File: src/rtl/led_matrix_scanner.sv
// Row-multiplexed RGB LED matrix driver: double-buffered frame, per-slot blanking,
// global PWM brightness and per-frame horizontal mirror.
module led_matrix_scanner #(
    parameter int ROWS = 8,
    parameter int COLS = 8,
    parameter int DIV  = 1000,
    parameter int BRW  = 3
) (
    input  logic                   clk,
    input  logic                   reset,
    input  logic [ROWS*COLS*3-1:0] frame_in,
    input  logic                   load,
    input  logic                   mirror,
    input  logic [BRW-1:0]         brightness,
    output logic [ROWS-1:0]        row_en,
    output logic [COLS-1:0]        col_r,
    output logic [COLS-1:0]        col_g,
    output logic [COLS-1:0]        col_b,
    output logic                   frame_start,
    output logic                   swapped
);

    localparam int FW = ROWS * COLS * 3;
    localparam int LW = COLS * 3;
    localparam int DW = $clog2(DIV);
    localparam int RW = $clog2(ROWS);
    localparam int OW = $clog2(DIV + 1);
    localparam int PW = BRW + OW;

    localparam logic [DW-1:0] DIV_LAST = DW'(DIV - 1);
    localparam logic [RW-1:0] ROW_LAST = RW'(ROWS - 1);

    logic [FW-1:0] active_q, active_d;
    logic [FW-1:0] shadow_q, shadow_d;
    logic          pending_q, pending_d;
    logic [DW-1:0] div_cnt_q, div_cnt_d;
    logic [RW-1:0] row_q, row_d;
    logic [OW-1:0] on_len_q, on_len_d;
    logic          mirror_q, mirror_d;
    logic          swapped_q, swapped_d;

    logic          slot_end;
    logic          swap;
    logic [PW-1:0] prod;

    always_comb begin
        slot_end  = (div_cnt_q == DIV_LAST);
        swap      = slot_end && (row_q == ROW_LAST) && pending_q;

        div_cnt_d = slot_end ? '0 : div_cnt_q + DW'(1);
        row_d     = row_q;
        if (slot_end) begin
            row_d = (row_q == ROW_LAST) ? '0 : row_q + RW'(1);
        end

        // Full-width product so the shift sees every bit of (brightness+1)*DIV.
        prod     = (PW'(brightness) + PW'(1)) * PW'(DIV);
        on_len_d = slot_end ? OW'(prod >> BRW) : on_len_q;

        active_d  = swap ? shadow_q : active_q;
        mirror_d  = swap ? mirror   : mirror_q;
        swapped_d = swap;

        // A load on the swap cycle keeps pending set: the new frame waits a full frame.
        shadow_d  = load ? frame_in : shadow_q;
        pending_d = pending_q;
        if (load) begin
            pending_d = 1'b1;
        end else if (swap) begin
            pending_d = 1'b0;
        end
    end

    always_ff @(posedge clk) begin
        if (reset) begin
            active_q  <= '0;
            shadow_q  <= '0;
            pending_q <= 1'b0;
            div_cnt_q <= '0;
            row_q     <= '0;
            on_len_q  <= '0;
            mirror_q  <= 1'b0;
            swapped_q <= 1'b0;
        end else begin
            active_q  <= active_d;
            shadow_q  <= shadow_d;
            pending_q <= pending_d;
            div_cnt_q <= div_cnt_d;
            row_q     <= row_d;
            on_len_q  <= on_len_d;
            mirror_q  <= mirror_d;
            swapped_q <= swapped_d;
        end
    end

    logic [LW-1:0] row_data;
    logic          lit;

    // Reset is the only input that reaches the pins: it forces them dark at once.
    always_comb begin
        row_data    = active_q[int'(row_q)*LW +: LW];
        lit         = !reset && (div_cnt_q != '0) && (OW'(div_cnt_q) < on_len_q);
        frame_start = !reset && (row_q == '0) && (div_cnt_q == '0);
        row_en      = '0;
        col_r       = '1;
        col_g       = '1;
        col_b       = '1;
        if (lit) begin
            row_en = ROWS'(1) << row_q;
            for (int c = 0; c < COLS; c++) begin
                col_r[c] = ~row_data[(mirror_q ? COLS - 1 - c : c) * 3 + 2];
                col_g[c] = ~row_data[(mirror_q ? COLS - 1 - c : c) * 3 + 1];
                col_b[c] = ~row_data[(mirror_q ? COLS - 1 - c : c) * 3];
            end
        end
    end

    assign swapped = swapped_q;

endmodule

File: config.mk
export PLATFORM = sky130hd
export DESIGN_NAME = led_matrix_scanner
export DESIGN_NICKNAME = d
export VERILOG_FILES = /design/src/rtl/led_matrix_scanner.sv
export SDC_FILE = /design/constraint.sdc
export NUM_CORES = 1
export LEC_CHECK = 0
export CAP_MARGIN = 20
export CORE_ASPECT_RATIO = 0.75
export CORE_MARGIN = 5
export CORE_UTILIZATION = 51
export CTS_CLUSTER_DIAMETER = 40
export CTS_CLUSTER_SIZE = 40
export DETAILED_ROUTE_END_ITERATION = 7
export GPL_TIMING_DRIVEN = 0
export PLACE_DENSITY = 0.87
export SKIP_CTS_REPAIR_TIMING = 1
export SYNTH_ARGS = -nofsm -noshare
export SYNTH_HDL_FRONTEND = slang
export SYNTH_SLANG_ARGS = --single-unit
File: constraint.sdc
create_clock -name clk -period 4.5 [get_ports clk]
set_input_delay 0.675 -clock clk [delete_from_list [all_inputs] [get_ports clk]]
set_output_delay 0.675 -clock clk [all_outputs]
set_load 0.02 [all_outputs]
==> flow_summary_export.csv <==
group,metric,value,unit
logic_synthesis,ys_warn_count,0,
finish,drive_above_1_share,7.575,%
setup_path,path_class,"reg2out",
power,power.share.clock,42.8,%
clock_network,cts.sinks,410,
finish,fin_nets,2368,
grt,track_usage,28.72,%
logic_synthesis,syn-cell-area,16930,um2
detailed_routing,detail-route-antenna-nets,0,
placed_design,place_ws,-0.2643,ns
sta,fin_ws,0.2000,ns
logic_synthesis,synth.distinct_cells,37,
grt,grt_max_degree,23,
floorplanning,rows,57,
finish,stdcell_count,2607,
logic_synthesis,synth.most_common_cell,"nand2_1",
sta,relSlewSlack,38.72,%
clock_network,cts-htree-levels,2,
placed_design,gp_congestion,0.9469,
detailed_routing,wl,54.45,mm
setup_path,endpoint_kind,"output pin",
run_status,status,"finished, final reports clean",
placed_design,portBuffers,230,
grt,antenna_found_initial,3,
floorplanning,dieArea,36980,um2
power,pwr_density_cell,370.8,nW/um2
detailed_routing,via_per_inst,5.633,
flow_run,drv_cap,0,
finish,synthToLayoutAreaGrowth,24.66,%
logic_synthesis,avgSynthCellArea,9.069,um2
logic_synthesis,yosysTopAreaCell,"dfxtp_1",
detailed_routing,dr.pass1.iters,5,
clock_network,cts_tree,"built",
grt,grt_pass1_vias,14465,
clock_network,path_clk_slew,0.08,ns
power,p_seq_share,48.6,%
clock_network,cts_buffers,37,
sta,tightest_slew,0.9193,ns
sta,tns,0,ns
sta,fmax,232.6,MHz
setup_path,cp_max_fo,10,
logic_synthesis,synth_seq_area_share,48.47,%
detailed_routing,drt_iter0_markers,1872,
sta,fin_crit,4.300,ns
sta,skew,0.03020,ns
sta,setup_violations,0,
clock_network,cts_buffer_depth,3,
sta,drv_slew,0,
finish,fin_util,64.76,%
setup_path,arrival,3.62,ns
logic_synthesis,synth.area.top_cells,"dfxtp_1 (48%), mux2i_1 (11%), nand2_1 (11%)",
power,p_sw_share,26.06,%
logic_synthesis,syn_inst,1867,
power,switchingPower,2040,uW
power,peakVddDrop,0.0003644,V
setup_path,crit_required,3.83,ns
logic_synthesis,ys_seq_elements,410,
finish,antennaDiodeCount,0,
logic_synthesis,synth_edf_count,0,
logic_synthesis,synth_nets,2099,
logic_synthesis,async_reset_ff_share,0,%
grt,overflow,0,
logic_synthesis,synthFlopType,"dfxtp_1",
floorplanning,die_y,167.8,um
worst_hold_path,hp-class,"reg2reg",
power,power,7826,uW
sta,hold_viol,0,
floorplanning,core-area,32590,um2
clock_network,cts_root_buf,"clkbuf_16",
finish,fillCellCount,2608,
detailed_routing,wl_per_cell,20.89,um
logic_synthesis,synth_common_cells,"nand2_1 (478), dfxtp_1 (410), nor2_1 (213), a21oi_1 (207), mux2i_1 (192)",
sta,rsz0062_at_grt,"no",
placed_design,hpwlAfterDp,42.07,mm
sta,fin_crit_sh,95.56,%
power,pwr-share-comb,8.6,%
floorplanning,boundaryPins,233,
placed_design,dpl.cell_count,2539,
logic_synthesis,synth_top_area_share,48.47,%
setup_path,crit_path_start_kind,"register",
floorplanning,start_util,51.95,%
floorplanning,dieWidth,220.4,um
detailed_routing,drc,0,
detailed_routing,vias,14686,
clock_network,clock_latency,0.58,ns
power,p_int,5787,uW
grt,grt_pass1_wl,82.72,mm
power,p_leak,0.008126,uW
-- kinds of logic after synthesis --
kind of cell | count (synthesis) | share of synthesized area (%)
AO/OA/AOI/OAI | 250 | 8.180
XOR/XNOR | 15 | 0.7758
multiplexers | 240 | 17.73
buffers and inverters | 169 | 4.810
AND/OR/NAND/NOR | 750 | 17.45
adder cells (fa/ha/maj) | 33 | 2.572
flip-flops | 410 | 48.47
-- state kept, by name, summed over array words and instances (netlist names) --
signal	cells
row_q	3
mirror_q	1
shadow_q	192
on_len_q	10
swapped	1
pending_q	1
div_cnt_q	10
active_q	192
-- cell usage in the layout, fill, tap and decap left out, types with 3 or more instances in the layout --
| cell | instances |
|---|---|
| inv_1 | 26 |
| buf_2 | 27 |
| nand3_1 | 29 |
| o2111ai_1 | 24 |
| nor2_1 | 213 |
| clkbuf_16 | 37 |
| inv_8 | 4 |
| clkbuf_1 | 71 |
| a211oi_1 | 6 |
| buf_1 | 26 |
| nand2_1 | 478 |
| a21oi_1 | 207 |
| xor2_1 | 5 |
| ha_1 | 30 |
| inv_6 | 6 |
| fa_1 | 3 |
| and4_1 | 8 |
| buf_6 | 19 |
| a21o_1 | 4 |
| nor3_1 | 3 |
| mux2i_1 | 192 |
| clkdlybuf4s50_1 | 229 |
| o21ai_0 | 3 |
| dfxtp_1 | 410 |
| clkinv_8 | 10 |
| and3_1 | 7 |
| xnor2_1 | 10 |
| clkinv_4 | 3 |
| mux4_2 | 48 |
-- power by group through the flow --
stage               Combinational (uW)  Clock, uW  Sequential, uW
detailed placement                 660          0            3880
global route                       734       3520            3810
floorplan                          375          0            3850
finish                             674       3350            3800
CTS                                669       3370            3800
global placement                   642          0            3880
-- routing by layer --
layer	track usage [%]	up-vias	routed length [um]	share of wire, %
met3	6.140	114	5226	9.6
met4	9.466	4	1840	3.4
met1	41.39	7092	23760	44
li1	-	6809	-	-
met5	0	-	21	0.039
met2	43.21	667	23610	43
-- critical path: stages, from the launching register on --
cell and delay (ns):
dfxtp_1 0.44, ha_1 0.28, and3_1 0.18, a311oi_1 0.27, nand2_1 0.12, a211oi_2 0.34
clkbuf_1 0.45, o2111ai_1 0.36, clkdlybuf4s50_1 0.64
-- final cells by class --
class | count | area, um2 | share of cell area (%)
Sequential cell | 410 | 8208 | 38.89
Clock buffer | 40 | 947.2 | 4.487
Buffer | 142 | 713.2 | 3.379
Multi-Input combinational cell | 1288 | 7915 | 37.50
Inverter | 27 | 101.3 | 0.4801
Clock inverter | 28 | 365.4 | 1.731
Tap cell | 442 | 553.0 | 2.620
Timing Repair Buffer | 230 | 2305 | 10.92
-- path summary, 6_finish.rpt --
path,startpoint,endpoint,slack (ns),cells after the start
min reg2reg,shadow_q[95],active_q[95],0.46,2
max,div_cnt_q[7],col_b[0],0.20,8
min,shadow_q[95],active_q[95],0.46,2
max reg2reg,div_cnt_q[0],active_q[153],2.15,9
-- stage by stage --
stage / cell area, um2 / hold WS [ns]
after floorplan: 16930 / 0.4312
after global placement: 19790 / 0.4391
after detailed placement: 19790 / 0.4447
after CTS: 21100 / 0.4546
after global routing: 21110 / 0.4685
final: 21110 / 0.4554
Power figures use the tool's default switching activity.
